--- src/rtl/jpeg_bit_unstuffer.sv ---
// JPEG entropy-segment bit unstuffer: strips 0xFF00 stuffing, holds markers, and
// offers an MSB-first peek/consume bit window. Optional macro: JPEG_UNSTUFF_STATS_EN.
module jpeg_bit_unstuffer #(
  parameter int unsigned PEEK_W = 16
) (
  input  logic                              clk,
  input  logic                              rst_n,
  input  logic                              in_valid,
  input  logic [7:0]                        in_data,
  output logic                              in_ready,
  output logic [PEEK_W-1:0]                 peek_data,
  output logic [$clog2(2*PEEK_W+1)-1:0]     avail,
  input  logic                              cons_valid,
  input  logic [$clog2(PEEK_W+1)-1:0]       cons_len,
  output logic                              marker_valid,
  output logic [7:0]                        marker_code,
  input  logic                              marker_ack,
  output logic                              err_underflow
`ifdef JPEG_UNSTUFF_STATS_EN
  ,
  output logic [15:0]                       stuff_cnt
`endif
);

  localparam int unsigned BUF_W   = 2 * PEEK_W;
  localparam int unsigned AVAIL_W = $clog2(BUF_W + 1);

  typedef enum logic [1:0] {
    DATA        = 2'd0,
    FF_SEEN     = 2'd1,
    MARKER_HOLD = 2'd2
  } state_t;

  state_t             state_q, state_d;
  logic [BUF_W-1:0]   bits_q, bits_d;
  logic [AVAIL_W-1:0] avail_q, avail_d;
  logic [7:0]         code_q, code_d;
  logic               err_q, err_d;

  logic               accept;
  logic               over;
  logic               append;
  logic               drop_ff;
  logic [AVAIL_W-1:0] consumed;
  logic [AVAIL_W-1:0] rem;
  logic [BUF_W-1:0]   shifted;

  assign in_ready      = (state_q != MARKER_HOLD) && (avail_q <= AVAIL_W'(BUF_W - 8));
  assign peek_data     = bits_q[BUF_W-1 -: PEEK_W];
  assign avail         = avail_q;
  assign marker_valid  = (state_q == MARKER_HOLD);
  assign marker_code   = code_q;
  assign err_underflow = err_q;

  always_ff @(posedge clk or negedge rst_n) begin
    if (!rst_n) begin
      state_q <= DATA;
      bits_q  <= '0;
      avail_q <= '0;
      code_q  <= 8'h00;
      err_q   <= 1'b0;
    end else begin
      state_q <= state_d;
      bits_q  <= bits_d;
      avail_q <= avail_d;
      code_q  <= code_d;
      err_q   <= err_d;
    end
  end

  // Consume from the head first; an appended byte lands behind what remains.
  always_comb begin
    state_d  = state_q;
    bits_d   = bits_q;
    avail_d  = avail_q;
    code_d   = code_q;
    err_d    = err_q;
    append   = 1'b0;
    drop_ff  = 1'b0;

    accept   = in_valid && in_ready;
    over     = cons_valid && (AVAIL_W'(cons_len) > avail_q);
    consumed = !cons_valid ? '0 : (over ? avail_q : AVAIL_W'(cons_len));
    rem      = avail_q - consumed;
    shifted  = bits_q << consumed;

    case (state_q)
      DATA: begin
        if (accept) begin
          append = 1'b1;
          if (in_data == 8'hFF) state_d = FF_SEEN;
        end
      end
      FF_SEEN: begin
        if (accept) begin
          if (in_data == 8'h00) begin
            state_d = DATA;
          end else begin
            drop_ff = 1'b1;
            code_d  = in_data;
            state_d = MARKER_HOLD;
          end
        end
      end
      MARKER_HOLD: begin
        if (marker_ack) state_d = DATA;
      end
      default: state_d = DATA;
    endcase

    if (append) begin
      avail_d = rem + AVAIL_W'(8);
      bits_d  = shifted | ({in_data, {(BUF_W-8){1'b0}}} >> rem);
    end else if (drop_ff) begin
      // The 0xFF sits at the tail; a same-cycle consume may already have eaten part of it.
      avail_d = (rem >= AVAIL_W'(8)) ? (rem - AVAIL_W'(8)) : '0;
      bits_d  = shifted & ~({BUF_W{1'b1}} >> avail_d);
    end else begin
      avail_d = rem;
      bits_d  = shifted;
    end

    err_d = err_q | over;
  end

`ifdef JPEG_UNSTUFF_STATS_EN
  logic stuff_hit;
  assign stuff_hit = (state_q == FF_SEEN) && accept && (in_data == 8'h00);

  // Saturating count of dropped 0x00 stuffing bytes.
  always_ff @(posedge clk or negedge rst_n) begin
    if (!rst_n) begin
      stuff_cnt <= 16'h0000;
    end else if (stuff_hit && (stuff_cnt != 16'hFFFF)) begin
      stuff_cnt <= stuff_cnt + 16'h0001;
    end
  end
`endif

endmodule

--- config.mk ---
export PLATFORM = sky130hd
export DESIGN_NAME = jpeg_bit_unstuffer
export DESIGN_NICKNAME = d
export VERILOG_FILES = /design/src/rtl/jpeg_bit_unstuffer.sv
export SDC_FILE = /design/constraint.sdc
export NUM_CORES = 1
export LEC_CHECK = 0
export CAP_MARGIN = 20
export CORE_AREA = 2 2 122 88
export DETAILED_ROUTE_END_ITERATION = 8
export DIE_AREA = 0 0 124 90
export PLACE_DENSITY = 0.71
export SYNTH_ARGS = -nofsm -noshare
export SYNTH_HDL_FRONTEND = slang
export SYNTH_SLANG_ARGS = --single-unit
--- constraint.sdc ---
create_clock -name clk -period 6.72 [get_ports clk]
set_clock_uncertainty 0.1 [all_clocks]
set_input_delay 1.344 -clock clk [delete_from_list [all_inputs] [get_ports clk]]
set_output_delay 1.344 -clock clk [all_outputs]
set_load 0.05 [all_outputs]
==> flow_summary.toml, run 1 <==
[outcome]
run_status = "finished, final reports clean"

[logic_synthesis]
flops_latches_synth = 49
synth.top_cells.by_area = "dfrtp_1 (25%), mux2i_1 (9.0%), nand2_1 (5.5%)"
top_area_cell_type_share_of_the_netlist_area_pct = 25.0
syn-instance-count = 608
avgSynthCellArea_um2 = 8.05
synth_warnings = 0
yosys.cell_count.top_type = "nand2_1"
sequential_to_total_area_share_from_yosys_stat_pct = 25.0
ys_types = 80
synth_top_cells_by_count = "nand2_1 (72), nor2_1 (57), dfrtp_1 (49)"
synth_area_um2 = 4900
synthFlopType = "dfrtp_1"
async_flop_share_pct = 100
synth_edf_count = 0
synth_nets = 639
synth_area_leader_cell = "dfrtp_1"

[hold_path]
worst_hold_startpoint = "err_underflow"
hold_end = "err_underflow"
hold_path.class = "reg -> reg"
holdPathStages = 1

[setup_path]
timing_worst_setup_path_type = "in -> reg"
cp_slowest_cell = "fa_1"
reg2reg_depth = 16
required_time_of_the_critical_path_ns = 6.81
cp_slowest_stage_delay_ns = 0.77
timing.critical_path.fanout_max = 17
timing.reg2reg.setup_slack_ns = 1.44
cp_buf_inv_count = 4
capture_point_of_the_worst_reg_to_reg_path = "bits_q[19]"
critical_path.cell_chain = "clkdlybuf4s50_1 -> ha_1 -> a211oi_2 -> nor3_2 -> o221ai_4 -> mux2i_4 -> inv_6 -> ha_1 -> fa_1 -> buf_4 -> nand2_1 -> inv_1 -> a31oi_1 -> o21ai_0 -> nand2_1 -> a21oi_1"
timing.rr.start = "avail[3]"
cp_top_family = "compound AO/OA/AOI/OAI gates"
timing.critical_path.to_type = "flip-flop"
startpoint_type = "primary input"
crit_arrival_ns = 6.27

[sta]
rsz_0062_raised_after_global_routing = "no"
finalWorstSetupSlack_ns = 0.537
timing_max_transition_violations_final = 0
slew_at_the_pin_with_the_worst_max_slew_slack_ns = 0.964
fin_tns_setup_ns = 0
finalCriticalPeriod_ns = 6.18
maxClockFrequency_mhz = 162
finalHoldWorstSlack_ns = 0.383
final_hold_violation_count = 0
slew_margin_rel_pct = 35.3
setup_violations = 0
final.period_utilization_pct = 92.0

[grt]
via_count_of_the_first_global_routing_pass = 4955
grt_start_max_net_pins = 50
grt_first_pass_wirelength_mm = 28.9
grt_util_all_layers_pct = 34.1
antenna_found_initial = 1
global_route.overflow_total = 0

[detailed_routing]
drt_first_pass_iters = 6
avgRoutedWirePerCell_um = 24.1
routed_wirelength_mm = 18.6
drt_first_iter_violations = 939
route.vias.total = 5386
remaining_drc_errors = 0
postRouteAntennaNets = 0
drt-vias-per-instance = 6.99

[clock_network]
worst_skew_pair.late_latency_ns = 0.30
clkSinkCount = 49
cts_max_level = 2
clk_pin_slew_worst_paths_ns = 0.07
ctsHoldBuffers = 0
cts.root.buffer_cell = "clkbuf_16"
cts_tree = "built"
cts-resized-gates = 0
max-clock-path-buffers = 2
number_of_buffers_inserted_during_clock_tree_synthesis = 5
post-cts-setup-buffers = 0

[floorplanning]
floorplan.rows = 31
die-height_um = 90
dieWidth_um = 124
core_area_um2 = 10100
floorplan.die_area_um2 = 11200
initial_core_util_pct = 48.5
ioPinCount = 51

[finish]
area_of_the_multi_input_gates_um2 = 3300
ff_latch_area_um2 = 1230
area_growth_pct = 14.6
final_cell_count_no_fill = 771
filler_cell_count = 956
post_route_cells_drive_above_1_share_pct = 11.4
antennaDiodeCount = 0
fin_nets = 669

[placed_design]
gp_routability_congestion = 1.02
hpwl_after_detailed_placement_mm = 14.5
placed_cells = 763
numPortBuffers = 50
place_worst_setup_slack_ns = 0.412

[job]
drv.max_cap_violation_count = 0
## area by class of cell
type,instances,share of cell area [%]
timing repair buffer,74,12.0
clock inverter,2,0.312
clock buffer,6,2.47
inverter,22,1.56
tap,132,2.94
sequential,49,21.9
multi-input combinational,486,58.8
## worst reg2reg max path, cell delays in order, from the launching register on
cell      delay [ns]
dfrtp_1         0.48
inv_1           0.11
ha_1            0.37
a211oi_2        0.27
nor3_2          0.09
o221ai_4        0.41
mux2i_4         0.49
inv_6           0.04
ha_1            0.22
fa_1            0.77
buf_4           0.31
nand2_1         0.23
inv_1           0.15
a31oi_1         0.20
o21ai_0         0.55
nand2_1         0.12
a21oi_1         0.26
## routing by layer
layer  vias up  GRT usage, %  part of all wire (%)
met2       404          44.9                    40
met4         0          9.18                   3.0
li1       2329             -                     -
met5         -             0                     0
met3        63          11.7                    14
met1      2590          52.2                    43
## kinds of logic (layout without fill, tap and decap cells)
family | Yosys count | after routing | synth area share [%]
flops | 49 | 49 | 25.0
simple gates | 206 | 206 | 19.4
compound gates | 193 | 193 | 27.8
mux | 70 | 70 | 15.9
fa+ha+maj | 13 | 13 | 3.48
xor+xnor | 4 | 4 | 0.716
buf+inv | 73 | 104 | 7.62
## cell usage in the layout (no fill, tap or decap), drive strengths merged, types with 5 or more instances in the layout
cell type	instances
a22oi	20
mux2	21
a31oi	11
ha	12
or3	5
a22o	6
o21a	6
inv	22
nor2	58
nand3	23
clkbuf	6
o21ai	31
nand2b	7
nor4	5
dfrtp	49
o22ai	13
a21oi	41
clkdlybuf4s50	49
a211oi	6
buf	25
and2	10
nand2	72
nor3	13
o211ai	7
a221oi	8
mux2i	46
## state kept, by name, summed over array words and instances, names as in the netlist
name and count:
avail 6, err_underflow 1, bits_q 32, state_q 2, marker_code 8
## how the worst max path moves through the flow
stage	start	to	depth (start not counted)
2_1_floorplan	cons_len[3]	bits_q[23]	21
3_3_place_gp	cons_len[3]	bits_q[23]	21
3_5_place_dp	cons_len[3]	bits_q[23]	21
4_1_cts	cons_len[3]	bits_q[23]	21
5_1_grt	cons_len[3]	bits_q[23]	21
6_report	cons_len[3]	bits_q[19]	16
## through the flow
stage | utilization, % | instance area (um2)
after CTS | 55.6 | 5610
final | 55.6 | 5610
after floorplan | - | 4900
after global routing | 55.6 | 5610
after detailed placement | 54.1 | 5460
after global placement | 54.1 | 5460
Power of run 1 is left out: the tool's default activity adds up to more than one toggle a clock period on the data nets, which glitch-free logic cannot reach.
==> inputs of run 2 (changes only) <==
--- a/config.mk
+++ b/config.mk
@@ -6,10 +6,11 @@
 export NUM_CORES = 1
 export LEC_CHECK = 0
 export CAP_MARGIN = 20
-export CORE_AREA = 2 2 122 88
+export CORE_AREA = 4 4 124 90
 export DETAILED_ROUTE_END_ITERATION = 8
-export DIE_AREA = 0 0 124 90
+export DIE_AREA = 0 0 128 94
 export PLACE_DENSITY = 0.71
+export SLEW_MARGIN = 25
 export SYNTH_ARGS = -nofsm -noshare
 export SYNTH_HDL_FRONTEND = slang
 export SYNTH_SLANG_ARGS = --single-unit
==> flow_summary.toml, run 2 (synthesis gave the netlist of run 1 again) <==
[floorplanning]
die-height_um = 94
ioPinCount = 51
dieWidth_um = 128
floorplan.die_area_um2 = 12000
floorplan.rows = 31
core_area_um2 = 10100
initial_core_util_pct = 48.5

[grt]
global_route.overflow_total = 0
grt_start_max_net_pins = 50
grt_first_pass_wirelength_mm = 27.6
via_count_of_the_first_global_routing_pass = 4841
antenna_found_initial = 0
grt_util_all_layers_pct = 29.6

[setup_path]
startpoint_type = "primary input"
cp.depth = 19
cp_slowest_stage_delay_ns = 0.47
timing.critical_path.fanout_max = 10
timing_worst_setup_path_type = "in -> reg"
cp_buf_inv_count = 3
most_frequent_cell_on_critical_path = "ha_1"
cp_slowest_cell = "mux2i_4"
crit_arrival_ns = 6.09
timing.critical_path.to_type = "flip-flop"
critical_path.cell_chain = "clkdlybuf4s50_1 -> ha_1 -> a211oi_2 -> nor3_2 -> o221ai_4 -> mux2i_4 -> inv_6 -> ha_1 -> fa_1 -> nor2b_1 -> o21ai_0 -> nand2b_1 -> xnor2_1 -> buf_4 -> ha_1 -> o211a_1 -> or3_1 -> a21oi_1 -> o41ai_1"
reg2reg_depth = 19
required_time_of_the_critical_path_ns = 6.78
cp_top_family = "compound AO/OA/AOI/OAI gates"

[sta]
finalHoldWorstSlack_ns = 0.372
final_hold_violation_count = 0
fin_tns_setup_ns = 0
timing_max_transition_violations_final = 0
rsz_0062_raised_after_global_routing = "no"
final.period_utilization_pct = 89.8
finalCriticalPeriod_ns = 6.04
slew_margin_rel_pct = 38.7
slew_at_the_pin_with_the_worst_max_slew_slack_ns = 0.916
setup_violations = 0
maxClockFrequency_mhz = 166

[finish]
commonest_non_fill_non_tap_cell_in_the_layout = "nand2_1"
antennaDiodeCount = 0
finalCoreUtilization_pct = 55.6
post_route_cells_drive_above_1_share_pct = 11.4
finish.instance_area_um2 = 5600
largest_reg_flops = 32
layout.cells.most_common_list = "nand2_1 (72), nor2_1 (57), dfrtp_1 (49), clkdlybuf4s50_1 (49), mux2i_1 (43)"
area_growth_pct = 14.4
registers.top_by_ff_count = "bits_q"
fin_nets = 669

[detailed_routing]
routed_wirelength_mm = 17.9
drt_first_iter_violations = 1039
remaining_drc_errors = 0
postRouteAntennaNets = 0
drt-vias-per-instance = 6.86
drt_first_pass_iters = 7
route.vias.total = 5291
avgRoutedWirePerCell_um = 23.2

[clock_network]
clk_pin_slew_worst_paths_ns = 0.07
number_of_buffers_inserted_during_clock_tree_synthesis = 5
clkSinkCount = 49
cts_tree = "built"
cts-resized-gates = 0
cts_max_level = 2
ctsHoldBuffers = 0
worst_skew_pair.late_latency_ns = 0.30
post-cts-setup-buffers = 0
cts.root.buffer_cell = "clkbuf_16"
max-clock-path-buffers = 2

[placed_design]
placed_area_um2 = 5460
hpwl_after_detailed_placement_mm = 13.8
gp_routability_congestion = 1.05
numPortBuffers = 50

[hold_path]
holdPathStages = 1
hold_path.class = "reg -> reg"

[outcome]
run_status = "finished, final reports clean"

[job]
drv.max_cap_violation_count = 0
run 2: final timing paths:
| path | startpoint | slack [ns] | to |
|---|---|---|---|
| worst max-delay path | cons_len[3] | 0.68 | bits_q[15] |
| worst min-delay path | err_underflow | 0.37 | err_underflow |
| worst max register to register | avail[3] | 1.58 | bits_q[15] |
| worst min register to register | err_underflow | 0.37 | err_underflow |
| max in group asynchronous | rst_n | 5.04 | bits_q[26] |
| min in group asynchronous | rst_n | 1.05 | marker_code[3] |
run 2: cell type report:
cell class / instances / area [um2]
clock buffer: 5 / 125
clock inverter: 3 / 22.5
fill: 959 / 4480
inverter: 22 / 87.6
multi-input combinational: 486 / 3300
sequential: 49 / 1230
tap: 132 / 165
timing repair buffer: 74 / 676
run 2: routing by layer:
layer	vias up	track usage, %	share of wire [%]
li1	2327	-	-
met1	2490	41.9	42
met2	404	43.0	41
met3	70	10.7	14
met4	0	6.27	2.4
met5	-	0	0
run 2: per-stage QoR:
step / setup slack [ns] / std cells
final: 0.685 / 771
after global routing: 0.485 / 771
after CTS: 0.765 / 771
after detailed placement: 0.463 / 763
after global placement: 0.548 / 763
after floorplan: 0.158 / 608
Power of run 2 is left out for the same reason.
==> inputs of run 3 (changes only) <==
--- a/config.mk
+++ b/config.mk
@@ -9,7 +9,7 @@
 export CORE_AREA = 4 4 124 90
 export DETAILED_ROUTE_END_ITERATION = 8
 export DIE_AREA = 0 0 128 94
-export PLACE_DENSITY = 0.71
+export PLACE_DENSITY_LB_ADDON = 0.08
 export SLEW_MARGIN = 25
 export SYNTH_ARGS = -nofsm -noshare
 export SYNTH_HDL_FRONTEND = slang
==> flow_summary.toml, run 3 (synthesis gave the netlist of run 1 again) <==
[setup_path]
timing.critical_path.fanout_max = 10
timing.critical_path.to_type = "flip-flop"
startpoint_type = "primary input"
required_time_of_the_critical_path_ns = 6.79
crit_arrival_ns = 6.10
timing_worst_setup_path_type = "in -> reg"

[detailed_routing]
route.vias.total = 5204
remaining_drc_errors = 0
drt_first_pass_iters = 8
postRouteAntennaNets = 0
drt-vias-per-instance = 6.75
routed_wirelength_mm = 18.9
drt_first_iter_violations = 924
avgRoutedWirePerCell_um = 24.5

[finish]
antennaDiodeCount = 0
registers.top_by_ff_count = "bits_q"
fin_nets = 669
layout.cells.most_common_list = "nand2_1 (72), nor2_1 (57), dfrtp_1 (49), clkdlybuf4s50_1 (49), mux2i_1 (43)"
post_route_cells_drive_above_1_share_pct = 11.4
largest_reg_flops = 32
area_growth_pct = 15.0
commonest_non_fill_non_tap_cell_in_the_layout = "nand2_1"

[sta]
slew_margin_rel_pct = 34.4
rsz_0062_raised_after_global_routing = "no"
finalWorstSetupSlack_ns = 0.688
setup_violations = 0
maxClockFrequency_mhz = 166
slew_at_the_pin_with_the_worst_max_slew_slack_ns = 0.980
final_hold_violation_count = 0
timing_max_transition_violations_final = 0
fin_tns_setup_ns = 0
finalCriticalPeriod_ns = 6.03
final.period_utilization_pct = 89.8

[floorplanning]
dieWidth_um = 128
initial_core_util_pct = 48.5
ioPinCount = 51
core_area_um2 = 10100
floorplan.rows = 31
floorplan.die_area_um2 = 12000
die-height_um = 94

[outcome]
run_status = "finished, final reports clean"

[clock_network]
number_of_buffers_inserted_during_clock_tree_synthesis = 5
cts-resized-gates = 0
worst_skew_pair.late_latency_ns = 0.30
ctsHoldBuffers = 0
cts_tree = "built"
clk_pin_slew_worst_paths_ns = 0.08
post-cts-setup-buffers = 0
clkSinkCount = 49
cts.root.buffer_cell = "clkbuf_16"
cts_max_level = 2
max-clock-path-buffers = 2

[grt]
global_route.overflow_total = 0
via_count_of_the_first_global_routing_pass = 4961
grt_start_max_net_pins = 50
grt_util_all_layers_pct = 31.7
grt_first_pass_wirelength_mm = 29.4
antenna_found_initial = 1

[placed_design]
numPortBuffers = 50
gp_routability_congestion = 1.04
hpwl_after_detailed_placement_mm = 14.8
place_worst_setup_slack_ns = 0.448

[hold_path]
hold_path.class = "reg -> reg"

[job]
drv.max_cap_violation_count = 0
run 3: per-stage QoR:
step | hold slack, ns | area [um2] | util, % | std cells
after detailed placement | 0.354 | 5460 | 54.1 | 763
after CTS | 0.371 | 5630 | 55.8 | 771
final | 0.365 | 5630 | 55.8 | 771
after floorplan | 0.355 | 4900 | - | 608
after global routing | 0.403 | 5630 | 55.8 | 771
after global placement | 0.362 | 5460 | 54.1 | 763
run 3: layout make-up:
type | count | area (um2)
Clock inverter | 3 | 47.5
Multi-Input combinational cell | 486 | 3300
Timing Repair Buffer | 74 | 676
Inverter | 22 | 87.6
Tap cell | 132 | 165
Sequential cell | 49 | 1230
Clock buffer | 5 | 125
Fill cell | 985 | 4460
run 3: metal layers:
| metal | up-vias | global-route usage [%] | wire length, um |
|---|---|---|---|
| li1 | 2324 | - | - |
| met1 | 2511 | 46.0 | 8480 |
| met2 | 336 | 44.4 | 7690 |
| met3 | 31 | 11.9 | 2410 |
| met4 | 2 | 6.89 | 305 |
| met5 | - | 0 | 13 |
run 3: final timing paths:
path / startpoint / cells past startpoint / to / slack (ns)
max in group asynchronous: rst_n / 2 / marker_code[0] / 5.01
min in group asynchronous: rst_n / 2 / bits_q[16] / 1.06
worst min-delay path: err_underflow / 1 / err_underflow / 0.37
worst max register to register: avail[3] / 17 / bits_q[15] / 1.62
worst max-delay path: cons_len[3] / 17 / bits_q[15] / 0.69
worst min register to register: err_underflow / 1 / err_underflow / 0.37
run 3: worst max-delay path, stage by stage:
cell	delay [ns]
clkdlybuf4s50_1	0.46
ha_1	0.37
a211oi_2	0.27
nor3_2	0.09
o221ai_4	0.43
mux2_2	0.50
inv_1	0.11
ha_1	0.22
nor2b_1	0.13
o21a_1	0.20
o21a_1	0.19
o311ai_2	0.48
buf_4	0.22
o211a_1	0.19
or3_1	0.37
a21oi_1	0.12
o41ai_1	0.43
Power of run 3 is left out for the same reason.
